[src/rtl/pipe_ifetch.sv]
`default_nettype none
// ============================================================================
//  Module   : pipe_ifetch
//  Brief    : Instruction-fetch controller. Drives the PC register, runs a
//             single-outstanding fetch to instruction memory and buffers
//             returned words in a small FIFO for the decode stage.
//  Revision : 1.0  initial release
// ============================================================================
module pipe_ifetch #(
  parameter int DEPTH = 2
) (
  input  logic        clock,
  input  logic        reset,
  input  logic [31:0] pc,
  output logic [31:0] npc,
  output logic        wpcir,
  input  logic        redirect,
  input  logic [31:0] redirect_pc,
  output logic        imem_req,
  output logic [31:0] imem_addr,
  input  logic        imem_ack,
  input  logic [31:0] imem_rdata,
  output logic        if_valid,
  output logic [31:0] if_inst,
  output logic [31:0] if_pc4,
  input  logic        id_ready
);

  localparam int PW = $clog2(DEPTH);
  localparam logic [PW:0] C_DEPTH = (PW+1)'(DEPTH);

  typedef enum logic [1:0] {
    S_IDLE = 2'd0,
    S_WAIT = 2'd1,
    S_DROP = 2'd2
  } state_t;

  state_t        state_q, state_d;
  logic          pend_v_q, pend_v_d;
  logic [31:0]   pend_pc_q, pend_pc_d;
  logic [31:0]   req_addr_q, req_addr_d;
  logic [PW-1:0] rd_ptr_q, rd_ptr_d;
  logic [PW-1:0] wr_ptr_q, wr_ptr_d;
  logic [PW:0]   count_q, count_d;
  logic [31:0]   fifo_inst_q [DEPTH];
  logic [31:0]   fifo_inst_d [DEPTH];
  logic [31:0]   fifo_addr_q [DEPTH];
  logic [31:0]   fifo_addr_d [DEPTH];

  logic [31:0]   fa;
  logic [PW:0]   count_eff;
  logic          issue;
  logic          push;
  logic          pop;

  assign fa        = redirect ? redirect_pc : (pend_v_q ? pend_pc_q : pc + 32'd4);
  // A redirect empties the FIFO this cycle, so it always leaves room to issue.
  assign count_eff = redirect ? '0 : count_q;

  always_comb begin
    state_d    = state_q;
    pend_v_d   = pend_v_q;
    pend_pc_d  = pend_pc_q;
    req_addr_d = req_addr_q;
    issue      = 1'b0;
    push       = 1'b0;
    case (state_q)
      S_IDLE: begin
        if (count_eff < C_DEPTH) begin
          issue      = 1'b1;
          req_addr_d = fa;
          pend_v_d   = 1'b0;
          state_d    = S_WAIT;
        end else if (redirect) begin
          pend_pc_d = redirect_pc;
          pend_v_d  = 1'b1;
        end
      end
      S_WAIT: begin
        if (imem_ack) begin
          push    = !redirect;
          state_d = S_IDLE;
        end
        if (redirect) begin
          pend_pc_d = redirect_pc;
          pend_v_d  = 1'b1;
          if (!imem_ack) state_d = S_DROP;
        end
      end
      S_DROP: begin
        if (redirect) begin
          pend_pc_d = redirect_pc;
          pend_v_d  = 1'b1;
        end
        if (imem_ack) state_d = S_IDLE;
      end
      default: state_d = S_IDLE;
    endcase
  end

  assign pop = (count_q != '0) && id_ready && !redirect;

  always_comb begin
    fifo_inst_d = fifo_inst_q;
    fifo_addr_d = fifo_addr_q;
    rd_ptr_d    = rd_ptr_q;
    wr_ptr_d    = wr_ptr_q;
    count_d     = count_q;
    if (redirect) begin
      rd_ptr_d = '0;
      wr_ptr_d = '0;
      count_d  = '0;
    end else begin
      if (push) begin
        fifo_inst_d[wr_ptr_q] = imem_rdata;
        fifo_addr_d[wr_ptr_q] = req_addr_q;
        wr_ptr_d              = wr_ptr_q + 1'b1;
      end
      if (pop) rd_ptr_d = rd_ptr_q + 1'b1;
      count_d = count_q + {{PW{1'b0}}, push} - {{PW{1'b0}}, pop};
    end
  end

  always_ff @(posedge clock or posedge reset) begin
    if (reset) begin
      state_q    <= S_IDLE;
      pend_v_q   <= 1'b0;
      pend_pc_q  <= '0;
      req_addr_q <= '0;
      rd_ptr_q   <= '0;
      wr_ptr_q   <= '0;
      count_q    <= '0;
    end else begin
      state_q    <= state_d;
      pend_v_q   <= pend_v_d;
      pend_pc_q  <= pend_pc_d;
      req_addr_q <= req_addr_d;
      rd_ptr_q   <= rd_ptr_d;
      wr_ptr_q   <= wr_ptr_d;
      count_q    <= count_d;
    end
  end

  // Storage is qualified by count, so it needs no reset.
  always_ff @(posedge clock) begin
    fifo_inst_q <= fifo_inst_d;
    fifo_addr_q <= fifo_addr_d;
  end

  assign imem_req  = issue && !reset;
  assign wpcir     = issue && !reset;
  assign imem_addr = fa;
  assign npc       = fa;
  assign if_valid  = (count_q != '0);
  assign if_inst   = fifo_inst_q[rd_ptr_q];
  assign if_pc4    = fifo_addr_q[rd_ptr_q] + 32'd4;

endmodule
`default_nettype wire
[config.mk]
export PLATFORM = sky130hd
export DESIGN_NAME = pipe_ifetch
export DESIGN_NICKNAME = d
export VERILOG_FILES = /design/src/rtl/pipe_ifetch.sv
export SDC_FILE = /design/constraint.sdc
export NUM_CORES = 1
export LEC_CHECK = 0
export BUFFER_PORTS_ARGS = -buffer_cell sky130_fd_sc_hd__clkbuf_2
export CORE_MARGIN = 1
export CORE_UTILIZATION = 45
export DETAILED_ROUTE_END_ITERATION = 10
export PLACE_DENSITY_LB_ADDON = 0.2
export SETUP_SLACK_MARGIN = 0.4
export SKIP_CTS_REPAIR_TIMING = 1
export SYNTH_ARGS = -nofsm -noshare
export SYNTH_HDL_FRONTEND = slang
export SYNTH_SLANG_ARGS = --single-unit
[constraint.sdc]
create_clock -name clock -period 4.15 [get_ports clock]
set_clock_uncertainty 0.1 [all_clocks]
set_input_delay 0.6225 -clock clock [delete_from_list [all_inputs] [get_ports clock]]
set_output_delay 0.6225 -clock clock [all_outputs]
set_load 0.02 [all_outputs]
==> qor.yml, run 1 <==
status: "complete, no violations"
synth.distinct_cells: 52
end_kind: "output port"
worst_setup_path_start_kind: "flip-flop"
worstRegToRegCells: 5
cts_tree: "done"
r2r_start: "state_q[1]"
wl_met2_um: 10230
final_antenna_net_count: 0
min_path_type: "in -> reg"
grt_max_degree: 65
cts.sinks: 199
min_period_ps: 3588
rows: 53
min_period_over_period_pct: 86.45
arrival_ps: 2870
drc: 0
finalMaxSlewViolations: 0
path_class: "reg -> out"
wl_met1_um: 10540
route.met3.wl_um: 1285
num_vias: 6579
maxCapViolations: 0
track_usage_pct: 20.03
place_congestion: 0.8787
hold_path_end: "fifo_inst_q[62]"
top_layer: "met4"
dp_hpwl_um: 16060
cts.clk_slew.worst_paths_ps: 70
grt_pass1_wl_um: 33800
clockBufferDepth: 2
crit_fanout: 14
die_x_um: 149.1
dieHeight_um: 149.1
drive_above_1_share_pct: 39.20
hold_viol: 0
synth_fa_ha_area_share_pct: 1.027
fin_ws_ps: 562.2
areaGrowthSynthToFinish_pct: 19.16
clkLatencyLatePin_ps: 430
yosysSeqAreaShare_pct: 57.69
root_buffer: "clkbuf_16"
drt_iter0_markers: 314
dpl_worst_slack_ps: 706.0
antenna_found_initial: 0
wl_per_cell_um: 17.49
dieArea_um2: 22240
grt_pass1_vias: 6143
ys_seq_elements: 199
muxShareOfSynthArea_pct: 13.88
layout.nets: 1091
cts-buffers-inserted: 17
peakVddDrop_uv: 312.9
fill_cells: 1870
vias_per_cell: 5.180
synth.cell_area_um2: 9742
synth-compound-area-share_pct: 5.446
tightest_slew_ps: 800.9
cts.htree.levels: 4
synth_warnings: 0
grt-ovfl-total: 0
core_um2: 21150
io_buffers: 231
relSlewSlack_pct: 46.50
syn_inst: 781
setup_violations: 0
synth_top_family_by_area: "multiplexers"
r2r_slack_ps: 1710
hold_slack_ps: 276.8
reg2reg_to: "fifo_addr_q[47]"
p_leak_nw: 4.623
power_per_cell_area_nw_per_um2: 597.2
hp-start: "imem_rdata[30]"
syn_area_per_cell_um2: 12.47
firstDrtPassIters: 4
synth_xor_area_share_pct: 5.664
hold_depth: 1
synth-simple-area-share_pct: 11.39
num_io_pins: 232
grt_setup_unrepaired: "no"
synthesis.nets: 890
worst_ep_required_time_ps: 3430
initial_core_util_pct: 46.05
clock.fmax_ghz: 0.2787
routed_wl_um: 22210
num_antenna_cells: 0
## metal layers
| metal | vias up | global-route usage (%) |
|---|---|---|
| met5 | - | 0 |
| met4 | 0 | 4.643 |
| met3 | 9 | 4.771 |
| met2 | 196 | 30.98 |
| met1 | 3166 | 28.48 |
| li1 | 3208 | - |
## layout by cell type, fill, tap and decap left out, drive strengths merged, types with 7 or more instances in the layout
cell / n
a21oi: 28
a22oi: 7
buf: 18
clkbuf: 251
dfrtp: 71
edfxtp: 128
ha: 8
inv: 21
mux2: 89
mux2i: 35
nand2: 91
nand3: 18
nand4: 16
nor2: 36
nor3: 15
o21ai: 27
xnor2: 31
xor2: 32
## cell families after synthesis
family | after synthesis
AOI/OAI and AO/OA | 85
xor gates and xnor gates | 63
adders and majority gates | 8
buffers and inverters | 84
DFF | 199
muxes | 124
and+or+nand+nor | 218
## through the flow
step	util, %	std cells	cell area [µm²]	power [mW]	TNS, ps
final	54.88	1270	11610	6.933	0
after global routing	54.88	1270	11610	7.325	0
after CTS	54.59	1266	11550	6.971	0
after detailed placement	51.92	1234	10980	5.392	0
after global placement	51.92	1234	10980	5.346	0
after floorplan	-	781	9742	4.723	-61520
## state kept, by name, summed over array words and instances, names as in the netlist
name / count
rd_ptr_q: 1
req_addr_q: 32
state_q: 2
fifo_inst_q: 64
count_q: 2
wr_ptr_q: 1
pend_v_q: 1
pend_pc_q: 32
fifo_addr_q: 64
## area by class of cell
type	count	area, µm²	share of cell area (%)
inverter	16	60.06	0.5174
multi-input combinational	498	3685	31.74
tap	275	344.1	2.964
clock inverter	12	108.9	0.9377
timing repair buffer	250	1330	11.46
clock buffer	20	456.7	3.934
sequential	199	5624	48.45
## cell usage after synthesis (all sizes together)
cell	instances	area, µm²
edfxtp	128	3844
or3b	1	8.760
o21a	1	7.510
nand3b	4	30.03
o31ai	2	15.01
nor2	36	135.1
nor2b	6	37.54
and4	6	52.55
nand2	91	344.1
and4b	1	10.01
nor3	15	80.08
and2	4	27.53
nand4b	5	58.80
nand4	16	121.4
o221ai	1	15.01
mux2	89	1002
o32ai	1	8.760
a211oi	1	12.51
xor2	32	280.3
or2	3	18.77
buf	56	371.6
and3	4	25.02
clkbuf	12	45.04
nor3b	1	7.510
a22oi	7	52.55
nor4	6	56.31
nand3	18	90.09
a21oi	28	140.1
mux2i	35	350.3
a31oi	6	37.54
a222oi	2	20.02
a221oi	2	41.29
xnor2	31	271.5
o22ai	6	37.54
ha	8	100.1
inv	16	60.06
nand2b	1	6.260
a21o	1	7.510
dfrtp	71	1777
o21ai	27	135.1
## power breakdown
group          switching, mW  internal [mW]  total, mW
combinational           1.42          0.966       2.39
clock                  0.757          0.820       1.58
sequential             0.289           2.68       2.97
total                   2.47           4.47       6.93
## worst max-delay path, cell delays in order (launching register included)
cell	delay (ps)
dfrtp_4	540
buf_6	220
nand4_1	230
a221oi_4	420
and2_4	220
nand2_2	70
or3b_1	370
a21oi_1	150
clkbuf_2	210
## how the worst max path moves through the flow
stage,from,end,cells after the start
2_1_floorplan,redirect,fifo_addr_q[0],5
3_3_place_gp,rd_ptr_q,if_pc4[18],9
3_5_place_dp,pc[2],imem_addr[22],9
4_1_cts,rd_ptr_q,if_pc4[18],9
5_1_grt,rd_ptr_q,if_pc4[21],8
6_report,rd_ptr_q,if_pc4[21],8
(Power assumes the default switching activity.)
==> run 2: changes to the inputs <==
--- a/config.mk
+++ b/config.mk
@@ -9,6 +9,7 @@
 export CORE_MARGIN = 1
 export CORE_UTILIZATION = 45
 export DETAILED_ROUTE_END_ITERATION = 10
+export MAX_ROUTING_LAYER = met4
 export PLACE_DENSITY_LB_ADDON = 0.2
 export SETUP_SLACK_MARGIN = 0.4
 export SKIP_CTS_REPAIR_TIMING = 1
==> qor.yml, run 2 (synthesized netlist as in run 1, its figures left out) <==
grt_pass1_wl_um: 34490  # +2.0%
fill_cells: 1890  # +1.1%
arrival_ps: 2840  # -30 ps
drive_above_1_share_pct: 39.84  # +0.64 points
fin_cells: 1279  # +0.71%
wl_met1_um: 10570  # +0.21%
min_period_over_period_pct: 85.91  # -0.54 points
top_layer: "met4"
cts.htree.levels: 4  # unchanged
cts-buffers-inserted: 17  # unchanged
peakVddDrop_uv: 293.3  # -6.3%
wl_per_cell_um: 17.68  # +1.1%
power_per_cell_area_nw_per_um2: 596.6  # -0.11%
dieHeight_um: 149.1  # unchanged
io_buffers: 231  # unchanged
tightest_slew_ps: 796.1  # -4.761 ps
status: "complete, no violations"
hold_viol: 0  # unchanged
place_congestion: 0.8978  # +2.2%
track_usage_pct: 21.02  # +0.98 points
num_io_pins: 232  # unchanged
dpl_worst_slack_ps: 672.3  # -33.66 ps
critPathLaunch: "rd_ptr_q"
critPathCapture: "if_pc4[21]"
wl_met2_um: 10530  # +2.9%
end_kind: "output port"
clkLatencyLatePin_ps: 430  # about the same
final_antenna_net_count: 0  # unchanged
grt-ovfl-total: 0  # unchanged
relSlewSlack_pct: 46.81  # +0.32 points
cts_tree: "done"
min_period_ps: 3565  # -22.57 ps
cts.clk_slew.worst_paths_ps: 70  # about the same
route.met3.wl_um: 1209  # -5.9%
antenna_found_initial: 0  # unchanged
worst_setup_path_start_kind: "flip-flop"
drt_iter0_markers: 345  # +9.9%
layout_common_cells: "clkbuf_2 (230), edfxtp_1 (128), nand2_1 (90)"
finalMaxSlewViolations: 0  # unchanged
dieArea_um2: 22240  # unchanged
grt_setup_unrepaired: "no"
dp_hpwl_um: 16370  # +2.0%
grt_max_degree: 65  # unchanged
num_antenna_cells: 0  # unchanged
worstRegToRegCells: 5  # unchanged
cts.sinks: 199  # unchanged
initial_core_util_pct: 46.05  # unchanged
layout_commonest_cell: "clkbuf_2"
worst_ep_required_time_ps: 3430  # about the same
critPathTopFamily: "simple AND/OR/NAND/NOR gates"
tns_ps: 0  # unchanged
num_vias: 6619  # +0.61%
die_x_um: 149.1  # unchanged
crit_buf_inv: 2  # unchanged
place_inst: 1234  # unchanged
core_um2: 21150  # unchanged
rows: 53  # unchanged
r2r_slack_ps: 1670  # -40 ps
firstDrtPassIters: 5  # +1
fin_ws_ps: 584.8  # +22.57 ps
maxCapViolations: 0  # unchanged
cpMaxStageDelayCell: "dfrtp_4"
grt_pass1_vias: 6451  # +5.0%
root_buffer: "clkbuf_16"
min_path_type: "in -> reg"
crit_cells: 8  # unchanged
vias_per_cell: 5.175  # about the same
path_cells: "buf_2, nand4b_1, a221oi_4, and2_4, nand2_2, or3b_1, a21oi_1, buf_4"
p_leak_nw: 4.669  # +1.0%
reg2reg_to: "fifo_addr_q[54]"
top_regs: "fifo_addr_q x64, fifo_inst_q x64"
routed_wl_um: 22610  # +1.8%
crit_fanout: 6  # -8
setup_violations: 0  # unchanged
clockBufferDepth: 2  # unchanged
r2r_start: "state_q[1]"
path_class: "reg -> out"
clock.fmax_ghz: 0.2805  # +0.63%
areaGrowthSynthToFinish_pct: 19.78
layout.nets: 1100  # +0.82%
drc: 0  # unchanged
cpPeakStageDelay_ps: 500  # -40 ps
run 2: cell types whose count changed in the layout (fill, tap and decap cells not counted), sizes merged:
cell,change
clkinv,-1
buf,+10
clkbuf,-3
inv,+3
run 2: worst register-to-register path, stage by stage, from the launching register on:
cell and delay (ps):
dfrtp_1 400, inv_1 130, ha_1 260, nand3_1 260
nor2_4 540, buf_4 450
run 2: area by class of cell:
type	count	area (µm²)	area share (%)
Sequential cell	199	5624	48.20
Multi-Input combinational cell	498	3686	31.59
Timing Repair Buffer	259	1410	12.08
Clock buffer	18	429.2	3.678
Tap cell	275	344.1	2.949
Clock inverter	14	115.1	0.9865
Inverter	16	60.06	0.5147
run 2: through the flow:
stage | hold slack, ps | util [%] | total power, mW | instance area [µm²]
2_1_floorplan | 338.2 | - | 4.723 | 9742
3_3_place_gp | 347.8 | 51.92 | 5.345 | 10980
3_5_place_dp | 353.2 | 51.92 | 5.402 | 10980
4_1_cts | -42.19 | 54.49 | 6.959 | 11530
5_1_grt | 262.7 | 55.16 | 7.351 | 11670
6_report | 286.4 | 55.16 | 6.961 | 11670
run 2: how the worst min path moves through the flow:
stage               cells after the start              end            from
global route                            1  fifo_inst_q[22]  imem_rdata[22]
global placement                        0  fifo_addr_q[13]  req_addr_q[13]
CTS                                     2         rd_ptr_q           reset
floorplan                               0  fifo_addr_q[11]  req_addr_q[11]
finish                                  1  fifo_inst_q[62]  imem_rdata[30]
detailed placement                      0  fifo_addr_q[16]  req_addr_q[16]
run 2: layer usage:
metal / global-route usage [%] / vias up
met5: - / -
met4: 5.918 / 0
met3: 4.128 / 25
met2: 32.19 / 218
met1: 28.44 / 3165
li1: - / 3211
run 2: report_power, final:
| group | switching [mW] | internal (mW) |
|---|---|---|
| clock | 0.776 | 0.787 |
| combinational | 1.45 | 0.993 |
| sequential | 0.279 | 2.68 |
| total | 2.50 | 4.46 |
==> run 3: changes to the inputs <==
--- a/config.mk
+++ b/config.mk
@@ -5,9 +5,9 @@
 export SDC_FILE = /design/constraint.sdc
 export NUM_CORES = 1
 export LEC_CHECK = 0
-export BUFFER_PORTS_ARGS = -buffer_cell sky130_fd_sc_hd__clkbuf_2
+export BUFFER_PORTS_ARGS = -buffer_cell sky130_fd_sc_hd__buf_2
 export CORE_MARGIN = 1
-export CORE_UTILIZATION = 45
+export CORE_UTILIZATION = 35
 export DETAILED_ROUTE_END_ITERATION = 10
 export MAX_ROUTING_LAYER = met4
 export PLACE_DENSITY_LB_ADDON = 0.2
==> qor.yml, run 3 (synthesized netlist as in run 1, its figures left out) <==
cts-buffers-inserted: 17  # unchanged
dp_hpwl_um: 17120  # +4.5%
worst_setup_path_start_kind: "flip-flop"
firstDrtPassIters: 5  # unchanged
drt_iter0_markers: 360  # +4.3%
num_io_pins: 232  # unchanged
routed_wl_um: 23390  # +3.4%
cpPeakStageDelay_ps: 620  # +120 ps
vias_per_cell: 4.807  # -7.1%
setup_violations: 0  # unchanged
place_congestion: 0.8351  # -7.0%
drive_above_1_share_pct: 39.24  # -0.61 points
arrival_ps: 2870  # +30 ps
cts.htree.levels: 4  # unchanged
r2r_slack_ps: 1660  # about the same
final_cell_area_um2: 11740  # +0.57%
path_class: "reg -> out"
track_usage_pct: 16.84  # -4.2 points
dieArea_um2: 28510  # +28%
finalMaxSlewViolations: 0  # unchanged
hold_viol: 0  # unchanged
seq_area_um2: 5624  # unchanged
fill_cells: 2562  # +36%
layout_commonest_cell: "buf_2"
root_buffer: "clkbuf_16"
initial_core_util_pct: 35.95  # -10 points
drc: 0  # unchanged
clock.fmax_ghz: 0.2781  # -0.86%
maxCapViolations: 0  # unchanged
num_vias: 6576  # -0.65%
areaGrowthSynthToFinish_pct: 20.46
p_leak_nw: 4.580  # -1.9%
antenna_found_initial: 2  # +2
end_kind: "output port"
min_path_type: "in -> async"
rows: 60  # +13%
top_regs: "fifo_addr_q x64, fifo_inst_q x64"
peakVddDrop_uv: 253.6  # -14%
io_buffers: 231  # unchanged
dieHeight_um: 168.8  # +13%
power_mw: 6.962  # about the same
status: "complete, no violations"
die_x_um: 168.8  # +13%
layout_common_cells: "buf_2 (231), edfxtp_1 (128), nand2_1 (90)"
min_period_ps: 3596  # +31.10 ps
cts.sinks: 199  # unchanged
power_per_cell_area_nw_per_um2: 593.3  # -0.55%
clkLatencyLatePin_ps: 430  # about the same
final_antenna_net_count: 0  # unchanged
wl_per_cell_um: 17.09  # -3.3%
relSlewSlack_pct: 31.52  # -15 points
post_dp_cell_area_um2: 11130  # +1.3%
grt-ovfl-total: 0  # unchanged
path_cells: "nand4b_1, a221oi_4, and2_4, nand2_2, or3b_1, a21oi_1, buf_2"
cts.clk_slew.worst_paths_ps: 80  # about the same
clockBufferDepth: 2  # unchanged
cts_tree: "done"
grt_setup_unrepaired: "yes"
core_um2: 27100  # +28%
multi_input_area_um2: 3685  # about the same
grt_pass1_vias: 6179  # -4.2%
cpMaxStageDelayCell: "dfrtp_4"
min_period_over_period_pct: 86.66  # +0.75 points
layout.nets: 1090  # -0.91%
crit_fanout: 23  # +17
tightest_slew_ps: 1027  # +231.1 ps
grt_pass1_wl_um: 35230  # +2.1%
grt_max_degree: 65  # unchanged
worst_ep_required_time_ps: 3430  # about the same
run 3: per-layer routing:
metal / track usage (%) / vias up / routed length, µm
met5: - / - / 0
li1: - / 3200 / -
met2: 25.73 / 195 / 10530
met1: 23.16 / 3165 / 11330
met3: 2.829 / 16 / 1287
met4: 4.545 / 0 / 234
run 3: worst max-delay path, delay by kind of cell (launching register included):
kind,cells,cell delay [ps]
simple gates,4,990
buf+inv,1,210
compound gates,2,610
flops,1,620
run 3: path summary, 6_finish.rpt:
check,end,cells after the start,startpoint
max,if_pc4[21],7,rd_ptr_q
min in group clock,fifo_inst_q[36],1,imem_rdata[4]
min reg2reg,fifo_addr_q[8],0,req_addr_q[8]
max in group asynchronous,pend_pc_q[18],3,reset
max reg2reg,fifo_addr_q[22],5,state_q[1]
min,req_addr_q[6],2,reset
run 3: where the power goes:
group	internal [mW]	switching (mW)
sequential	2.68	0.325
combinational	0.973	1.39
clock	0.799	0.799
total	4.45	2.51
run 3: area by class of cell:
cell class / count / area share [%]
clock buffer: 18 / 3.657
clock inverter: 14 / 1.141
tap: 372 / 3.966
antenna: 2 / 0.04265
inverter: 16 / 0.5118
sequential: 199 / 47.93
timing repair buffer: 249 / 11.36
multi-input combinational: 498 / 31.40
run 3: through the flow:
step	hold slack, ps	utilization, %	setup slack [ps]	setup TNS (ps)	std cells
2_1_floorplan	338.2	-	-480.7	-61520	781
3_3_place_gp	347.6	41.07	692.1	0	1331
3_5_place_dp	355.3	41.07	670.1	0	1331
4_1_cts	256.7	43.14	407.0	0	1363
5_1_grt	254.8	43.30	352.4	0	1368
6_report	261.4	43.30	553.7	0	1368
